`config.mk`:
```
export PLATFORM = sky130hd
export DESIGN_NAME = fetch_stage_flat
export DESIGN_NICKNAME = d
export VERILOG_FILES = /design/src/rtl/fetch_stage_if.sv /design/src/rtl/fetch_stage.sv /design/src/flat_wrapper.sv
export SDC_FILE = /design/constraint.sdc
export NUM_CORES = 1
export LEC_CHECK = 0
export ABC_AREA = 1
export CAP_MARGIN = 20
export CORE_ASPECT_RATIO = 1.4
export CORE_MARGIN = 2
export CORE_UTILIZATION = 48
export DETAILED_ROUTE_END_ITERATION = 16
export PLACE_DENSITY = 0.95
export SKIP_CTS_REPAIR_TIMING = 1
export SLEW_MARGIN = 20
export SYNTH_ARGS = -nofsm -noshare
export SYNTH_HDL_FRONTEND = slang
export SYNTH_SLANG_ARGS = --single-unit
```
`constraint.sdc`:
```
create_clock -name CLK -period 4.5 [get_ports CLK]
set_input_delay 0.9 -clock CLK [delete_from_list [all_inputs] [get_ports CLK]]
set_output_delay 0.9 -clock CLK [all_outputs]
set_load 0.05 [all_outputs]
```
`src/rtl/fetch_stage_if.sv`:
```
// Instruction-fetch bus: hazard/redirect controls and instruction memory in,
// IF/ID register contents out.
// Optional macro FETCH_ALIGN_CHECK_EN adds the sticky Misalign flag.
interface fetch_stage_if;
    logic        Stall;
    logic        Flush;
    logic        Branch;
    logic [31:0] BranchTarget;
    logic [31:0] InstrIn;
    logic [31:0] PC;
    logic [31:0] InstrOut;
    logic [31:0] PCPlus4Out;
    logic        ValidOut;
`ifdef FETCH_ALIGN_CHECK_EN
    logic        Misalign;
`endif

    // Control protocol: there is no valid/ready pair here. Stall is a hold
    // request from the hazard unit, Flush/Branch insert a bubble, and
    // ValidOut=0 marks a bubble that decode must treat as a no-op.

    // Fetch stage side.
    modport slave (
        input  Stall, Flush, Branch, BranchTarget, InstrIn,
        output PC, InstrOut, PCPlus4Out, ValidOut
`ifdef FETCH_ALIGN_CHECK_EN
        , output Misalign
`endif
    );

    // Hazard unit / instruction memory / decode side.
    modport master (
        output Stall, Flush, Branch, BranchTarget, InstrIn,
        input  PC, InstrOut, PCPlus4Out, ValidOut
`ifdef FETCH_ALIGN_CHECK_EN
        , input Misalign
`endif
    );
endinterface

```
`src/rtl/fetch_stage.sv`:
```
// MIPS instruction-fetch stage: program counter plus the IF/ID register.
// Priority per edge: reset > Branch > Stall > Flush > normal fetch.
// Optional macro FETCH_ALIGN_CHECK_EN: force redirect targets to word
// alignment and raise a sticky Misalign flag when a target was misaligned.
module fetch_stage #(
    parameter logic [31:0] RESET_PC  = 32'h0000_0000,
    parameter logic [31:0] NOP_INSTR = 32'h0000_0000
) (
    input  logic          CLK,
    input  logic          RST_N,
    fetch_stage_if.slave  bus
);

    logic [31:0] pc_q;
    logic [31:0] instr_q;
    logic [31:0] pc_plus4_q;
    logic        valid_q;
    logic [31:0] pc_plus4;
    logic [31:0] redirect_pc;

    // Sequential successor address, wraps modulo 2^32.
    assign pc_plus4 = pc_q + 32'd4;

`ifdef FETCH_ALIGN_CHECK_EN
    logic misalign_q;

    // Redirect target with the byte offset dropped.
    assign redirect_pc  = {bus.BranchTarget[31:2], 2'b00};
    assign bus.Misalign = misalign_q;

    // Sticky misaligned-redirect flag, cleared only by reset.
    always_ff @(posedge CLK) begin
        if (!RST_N) begin
            misalign_q <= 1'b0;
        end else if (bus.Branch && (bus.BranchTarget[1:0] != 2'b00)) begin
            misalign_q <= 1'b1;
        end
    end
`else
    assign redirect_pc = bus.BranchTarget;
`endif

    // PC and IF/ID register update in control priority order.
    always_ff @(posedge CLK) begin
        if (!RST_N) begin
            pc_q       <= RESET_PC;
            instr_q    <= NOP_INSTR;
            pc_plus4_q <= 32'd0;
            valid_q    <= 1'b0;
        end else if (bus.Branch) begin
            pc_q       <= redirect_pc;
            instr_q    <= NOP_INSTR;
            pc_plus4_q <= 32'd0;
            valid_q    <= 1'b0;
        end else if (bus.Stall) begin
            // PC holds; a simultaneous flush still bubbles IF/ID.
            if (bus.Flush) begin
                instr_q    <= NOP_INSTR;
                pc_plus4_q <= 32'd0;
                valid_q    <= 1'b0;
            end
        end else if (bus.Flush) begin
            pc_q       <= pc_plus4;
            instr_q    <= NOP_INSTR;
            pc_plus4_q <= 32'd0;
            valid_q    <= 1'b0;
        end else begin
            pc_q       <= pc_plus4;
            instr_q    <= bus.InstrIn;
            pc_plus4_q <= pc_plus4;
            valid_q    <= 1'b1;
        end
    end

    assign bus.PC         = pc_q;
    assign bus.InstrOut   = instr_q;
    assign bus.PCPlus4Out = pc_plus4_q;
    assign bus.ValidOut   = valid_q;

endmodule

```
`src/flat_wrapper.sv`:
```
// flat-port wrapper written by rule: the top's interface ports become plain ports
module fetch_stage_flat 
#(
    parameter logic [31:0] RESET_PC  = 32'h0000_0000,
    parameter logic [31:0] NOP_INSTR = 32'h0000_0000
)
  (CLK, RST_N, bus_Stall, bus_Flush, bus_Branch, bus_BranchTarget, bus_InstrIn, bus_PC, bus_InstrOut, bus_PCPlus4Out, bus_ValidOut);
  fetch_stage_if bus_i ();
  input  logic CLK;
  input  logic RST_N;
  input wire logic [$bits(bus_i.Stall)-1:0] bus_Stall;
  input wire logic [$bits(bus_i.Flush)-1:0] bus_Flush;
  input wire logic [$bits(bus_i.Branch)-1:0] bus_Branch;
  input wire logic [$bits(bus_i.BranchTarget)-1:0] bus_BranchTarget;
  input wire logic [$bits(bus_i.InstrIn)-1:0] bus_InstrIn;
  output wire logic [$bits(bus_i.PC)-1:0] bus_PC;
  output wire logic [$bits(bus_i.InstrOut)-1:0] bus_InstrOut;
  output wire logic [$bits(bus_i.PCPlus4Out)-1:0] bus_PCPlus4Out;
  output wire logic [$bits(bus_i.ValidOut)-1:0] bus_ValidOut;
  assign bus_i.Stall = bus_Stall;
  assign bus_i.Flush = bus_Flush;
  assign bus_i.Branch = bus_Branch;
  assign bus_i.BranchTarget = bus_BranchTarget;
  assign bus_i.InstrIn = bus_InstrIn;
  assign bus_PC = bus_i.PC;
  assign bus_InstrOut = bus_i.InstrOut;
  assign bus_PCPlus4Out = bus_i.PCPlus4Out;
  assign bus_ValidOut = bus_i.ValidOut;
  fetch_stage #(.RESET_PC(RESET_PC), .NOP_INSTR(NOP_INSTR)) u_core (.CLK(CLK), .RST_N(RST_N), .bus(bus_i));
endmodule
```
==> reports/metrics.csv, run 1 <==
stage,metric,value,unit
drt,drc,0,
setup_path,r2r_cells,10,
clock_tree,cts-root-buf,clkbuf_16,
grt,grt_pass1_vias,4706,
timing,final_hold_viol_count,0,
timing,rsz0062_at_grt,false,
drt,drt_iter0_markers,319,
pwr,p_leak,2.41,nW
floorplan,die_w,85.6,um
timing,fmax,372,MHz
synth,yosys_warnings,0,
placed_design,hpwl,10300,um
synth,synthesis.nets,711,
drt,wl,14200,um
grt,track_usage,0.278,
timing,setup_viol,0,
setup_path,critPathKind,in2reg,
setup_path,crit_buf_inv,4,
drt,ant_nets,0,
clock_tree,clock_tree.buffer_depth,2,
setup_path,crit_chain,clkdlybuf4s50_1 > inv_1 > nor2_4 > inv_1 > o21ai_0 > inv_1 > a21oi_1,
floorplan,initial_utilization,0.496,
setup_path,worstPathRequired,4.77,ns
pwr,ir_drop,0.243,mV
placed_design,gp_congestion,0.861,
setup_path,r2r_start,u_core.bus.PC[2]$_SDFFE_PN0N_,
setup_path,crit_slowest_cell,clkdlybuf4s50_1,
pwr,power_switching_share,0.276,
grt,grt_pass1_wl,22400,um
floorplan,fp-row-count,41,
clock_tree,clk_pin_slew,0.06,ns
timing,slew_violations,0,
setup_path,path_delay_family,buffers and inverters,
floorplan,fp.dieH,118,um
pwr,clockPowerShare,0.367,
layout,area_delta_synth_final,45.6,%
synth,seq_area_frac_synth,0.434,
layout,layout_common_cells,"nand2_1 (248), clkdlybuf4s50_1 (165), dfxtp_1 (97)",
setup_path,cp.arrival,2.96,ns
pwr,comb_power_share,0.170,
timing,fin_worst_skew,0.00638,ns
synth,synthCells,641,
synth,avgSynthCellArea,6.98,um^2
floorplan,dieArea,10100,um^2
placed_design,port_buffers,165,
setup_path,end_kind,flip-flop,
setup_path,r2r_setup_slack,2.74,ns
synth,netlist-cell-type-count,25,
synth,synth_edf_count,0,
drt,via_per_inst,5.31,
worst_hold_path,hold_end,u_core.bus.InstrOut[3]$_SDFFE_PP0P_,
clock_tree,cts_sinks,97,
timing,slew-limit-headroom,0.530,
timing,tightest_slew,0.703,ns
layout,num_antenna_cells,0,
clock_tree,numCtsBuffers,9,
status,status,"complete, no violations",
synth,syn_area,4470,um^2
pwr,p_sw,0.546,mW
pwr,p_int,1.43,mW
timing,setup_tns,0,ns
layout,drive_above_1_share,0.0653,
floorplan,core,9030,um^2
setup_path,crit_top_cell,inv_1,
worst_hold_path,worstHoldStart,u_core.bus.InstrOut[3]$_SDFFE_PP0P_,
setup_path,crit_path_max_fanout,17,
setup_path,cpPeakStageDelay,0.63,ns
worst_hold_path,min_path_cells,2,
setup_path,r2r-end,u_core.bus.PC[20]$_SDFFE_PN0N_,
timing,period_share,0.598,
pwr,pwr-share-seq,0.463,
drt,firstDrtPassIters,5,
run,maxCapViolCount,0,
synth,yosys_register_bits,97,
pwr,powerDensity,304,nW/um^2
synth,synthFlopType,dfxtp_1,
clock_tree,cts_max_level,3,
grt,gr-total-overflow,0,
clock_tree,tritoncts,built,
layout,fin_nets,862,
floorplan,io_pins,166,
clock_tree,clock_latency,0.34,ns
timing,period_needed,2.69,ns
synth,async_flop_share,0,
setup_path,cp-start-kind,primary input,
timing,whs,0.459,ns
drt,wire_per_inst,15.7,um
grt,grt_max_degree,66,
grt,grt_antenna_before_repair,0,
layout,layout_commonest_cell,nand2_1,
worst_hold_path,hold_class,reg2reg,
drt,vias,4793,
-- cell usage after synthesis (all sizes together), types with 2 or more instances --
cell type / n / area [um^2]
xnor2: 4 / 35.0
a22o: 8 / 70.1
o21ai: 15 / 75.1
buf: 16 / 72.6
clkbuf: 14 / 52.6
xor2: 11 / 134
nor2: 50 / 290
a31oi: 7 / 43.8
a21oi: 85 / 425
dfxtp: 97 / 1940
nand2: 257 / 995
nand3: 25 / 125
and2: 2 / 12.5
inv: 47 / 176
-- cell families (layout without fill, tap and decap cells) --
logic type,count (synthesis),count (layout),synth area share
AND/OR/NAND/NOR,335,335,0.319
buffers and inverters,77,232,0.0674
AO/OA/AOI/OAI,116,116,0.139
XOR/XNOR,15,15,0.0378
adder cells (fa/ha/maj),1,1,0.00280
flip-flops,97,97,0.434
-- worst min-delay path, cell delays in order (launching register included) --
cell and delay, ns:
dfxtp_1 0.31, nand2_1 0.06, a21oi_1 0.05
-- area by class of cell --
| class | count | area, um^2 |
|---|---|---|
| clock buffers | 12 | 267 |
| clock inverters | 3 | 15.0 |
| fillers | 688 | 2510 |
| inverters | 47 | 176 |
| multi-input cells | 467 | 2250 |
| flip-flops and latches | 97 | 1940 |
| well taps | 107 | 134 |
| repair buffers | 170 | 1730 |
-- worst max-delay path by stage --
stage                                             start                                     end  depth (start not counted)
after floorplan           u_core.bus.PC[3]$_SDFFE_PN0N_          u_core.bus.PC[20]$_SDFFE_PN0N_                         10
after global placement                        bus_Stall  u_core.bus.PCPlus4Out[22]$_SDFFE_PP0P_                          5
after detailed placement                     bus_Branch    u_core.bus.InstrOut[27]$_SDFFE_PP0P_                          5
after CTS                                    bus_Branch   u_core.bus.PCPlus4Out[9]$_SDFFE_PP0P_                          5
after global routing                          bus_Stall          u_core.bus.PC[29]$_SDFFE_PN0N_                          7
final                                         bus_Stall          u_core.bus.PC[23]$_SDFFE_PN0N_                          7
-- flip-flops by register name, summed over array words and instances, names as in the netlist --
register / cells
u_core.bus.ValidOut: 1
u_core.bus.PC: 32
u_core.bus.InstrOut: 32
u_core.bus.PCPlus4Out: 32
-- power groups by stage --
stage	registers, mW	clock network (mW)	logic, mW
finish	0.916	0.726	0.335
global route	0.918	0.770	0.356
CTS	0.915	0.732	0.334
detailed placement	0.933	0	0.331
global placement	0.932	0	0.319
floorplan	1.01	0	0.101
-- per-layer routing --
layer,vias up,global-route usage,part of all wire
met3,63,0.0391,0.064
met5,-,0,0
met1,2155,0.312,0.37
met2,240,0.471,0.50
li1,2335,-,-
met4,0,0.201,0.065
-- through the flow --
step | area, um^2 | power, mW | worst slack [ns] | utilization | cells
6_report | 6510 | 1.98 | 1.81 | 0.721 | 903
3_3_place_gp | 6170 | 1.25 | 1.50 | 0.684 | 886
5_1_grt | 6510 | 2.04 | 1.70 | 0.721 | 903
3_5_place_dp | 6230 | 1.26 | 1.44 | 0.690 | 888
2_1_floorplan | 4470 | 1.11 | 2.60 | - | 641
4_1_cts | 6510 | 1.98 | 1.78 | 0.721 | 903
Note: power is estimated with default switching activity, not from simulation.
==> run 2: changes to the inputs <==
- CORE_UTILIZATION: 48 -> 45
- PLACE_DENSITY: 0.95 -> 0.9
- clock period: 4.5 -> 2.6 ns (I/O delays scaled with it)
==> run 2 against run 1 <==
Against the previous run: routed wire length is 4.2% lower; clock skew fell by 0.00062 ns; utilization shrank 4.5 points; sequential share of layout area is 0.48 points lower; global-route usage decreased by 3.1 points; flip-flop and latch count unchanged; largest cell class unchanged; largest power group is now the clock network.
==> reports/metrics.csv, run 2 (synthesis gave the netlist of run 1 again) <==
stage,metric,value,unit
setup_path,cpPeakStageDelay,0.87,ns
status,status,"complete, no violations",
grt,grt_antenna_before_repair,0,
layout,area_delta_synth_final,48.0,%
timing,slew-limit-headroom,0.634,
drt,firstDrtPassIters,5,
timing,setup_viol,0,
drt,via_per_inst,5.11,
drt,ant_nets,0,
pwr,clockPowerShare,0.428,
pwr,comb_power_share,0.153,
floorplan,die_w,88.3,um
floorplan,fp.dieH,122,um
timing,final_hold_viol_count,0,
placed_design,gp_congestion,0.857,
drt,drc,0,
clock_tree,clock_tree.buffer_depth,2,
run,maxCapViolCount,0,
grt,grt_pass1_vias,4471,
placed_design,place_inst,920,
layout,layout_commonest_cell,nand2_1,
placed_design,port_buffers,165,
grt,grt_pass1_wl,20700,um
timing,period_share,0.854,
timing,tightest_slew,0.547,ns
clock_tree,cts_max_level,3,
grt,grt_max_degree,38,
drt,drt_iter0_markers,275,
pwr,powerDensity,570,nW/um^2
setup_path,end_kind,output port,
setup_path,crit_path_max_fanout,5,
pwr,p_sw,0.975,mW
setup_path,critPathKind,reg2out,
clock_tree,cts-root-buf,clkbuf_16,
clock_tree,tritoncts,built,
layout,drive_above_1_share,0.0712,
pwr,p_leak,2.45,nW
clock_tree,clk_pin_slew,0.07,ns
placed_design,hpwl,9890,um
timing,fin_worst_skew,0.00576,ns
floorplan,fp-row-count,43,
clock_tree,cts_sinks,97,
floorplan,core,9790,um^2
clock_tree,clock_latency,0.34,ns
pwr,ir_drop,0.356,mV
timing,setup_tns,0,ns
pwr,p_int,2.80,mW
floorplan,dieArea,10800,um^2
grt,track_usage,0.247,
pwr,power_switching_share,0.259,
clock_tree,numCtsBuffers,9,
drt,wire_per_inst,14.5,um
setup_path,cp-start-kind,flip-flop,
layout,instances_no_fill,936,
timing,rsz0062_at_grt,false,
layout,layout_common_cells,"nand2_1 (248), clkdlybuf4s50_1 (165), dfxtp_1 (97)",
setup_path,crit_buf_inv,1,
timing,fmax,451,MHz
worst_hold_path,hold_class,reg2reg,
setup_path,worstPathRequired,2.08,ns
setup_path,crit_slowest_cell,clkdlybuf4s50_1,
floorplan,initial_utilization,0.457,
layout,multi_input_area,2250,um^2
grt,gr-total-overflow,0,
layout,fillers,827,
layout,num_antenna_cells,0,
timing,period_needed,2.22,ns
layout,fin_nets,866,
layout,postLayoutCoreUtil,0.676,
drt,vias,4784,
pwr,pwr-share-seq,0.420,
layout,regArea,1940,um^2
setup_path,crit_chain,clkdlybuf4s50_1,
drt,wl,13600,um
setup_path,cp.arrival,1.70,ns
timing,slew_violations,0,
floorplan,io_pins,166,
setup_path,path_delay_family,buffers and inverters,
## run 2: cell types whose count changed in the layout (fill, tap and decap cells not counted), sizes merged
| cell | delta |
|---|---|
| buf | +4 |
| bufinv | +4 |
| clkbuf | -3 |
## run 2: layer usage
| metal | up-vias | share of wire | track usage |
|---|---|---|---|
| li1 | 2340 | - | - |
| met1 | 2157 | 0.38 | 0.274 |
| met2 | 233 | 0.50 | 0.433 |
| met3 | 54 | 0.069 | 0.0400 |
| met4 | 0 | 0.047 | 0.149 |
| met5 | - | 0 | 0 |
## run 2: power by group through the flow
stage,clock (mW),combinational (mW),sequential (mW)
after floorplan,0,0.175,1.75
after global placement,0,0.562,1.61
after detailed placement,0,0.568,1.61
after CTS,1.63,0.574,1.58
after global routing,1.70,0.609,1.59
final,1.61,0.576,1.58
## run 2: metrics by stage
step | total power, mW | setup WS [ns] | instance area, um^2 | hold WS [ns]
floorplan | 1.93 | 0.702 | 4470 | 0.599
global placement | 2.18 | 0.594 | 6250 | 0.447
detailed placement | 2.18 | 0.551 | 6250 | 0.451
CTS | 3.79 | 0.374 | 6620 | 0.461
global route | 3.89 | 0.358 | 6620 | 0.476
finish | 3.77 | 0.380 | 6620 | 0.460
## run 2: area by class of cell
class,instances,area share
clock buffers,9,0.0340
clock inverters,7,0.0215
inverters,47,0.0266
multi-input cells,467,0.339
flip-flops and latches,97,0.293
well taps,135,0.0255
repair buffers,174,0.260
## run 2: path summary, 6_finish.rpt
path | startpoint | end | cells past startpoint | slack [ns]
worst max-delay path | u_core.bus.PC[12]$_SDFFE_PN0N_ | bus_PC[12] | 1 | 0.38
worst min-delay path | u_core.bus.InstrOut[13]$_SDFFE_PP0P_ | u_core.bus.InstrOut[13]$_SDFFE_PP0P_ | 2 | 0.46
worst max register to register | u_core.bus.PC[12]$_SDFFE_PN0N_ | u_core.bus.PC[16]$_SDFFE_PN0N_ | 7 | 0.81
worst min register to register | u_core.bus.InstrOut[13]$_SDFFE_PP0P_ | u_core.bus.InstrOut[13]$_SDFFE_PP0P_ | 2 | 0.46
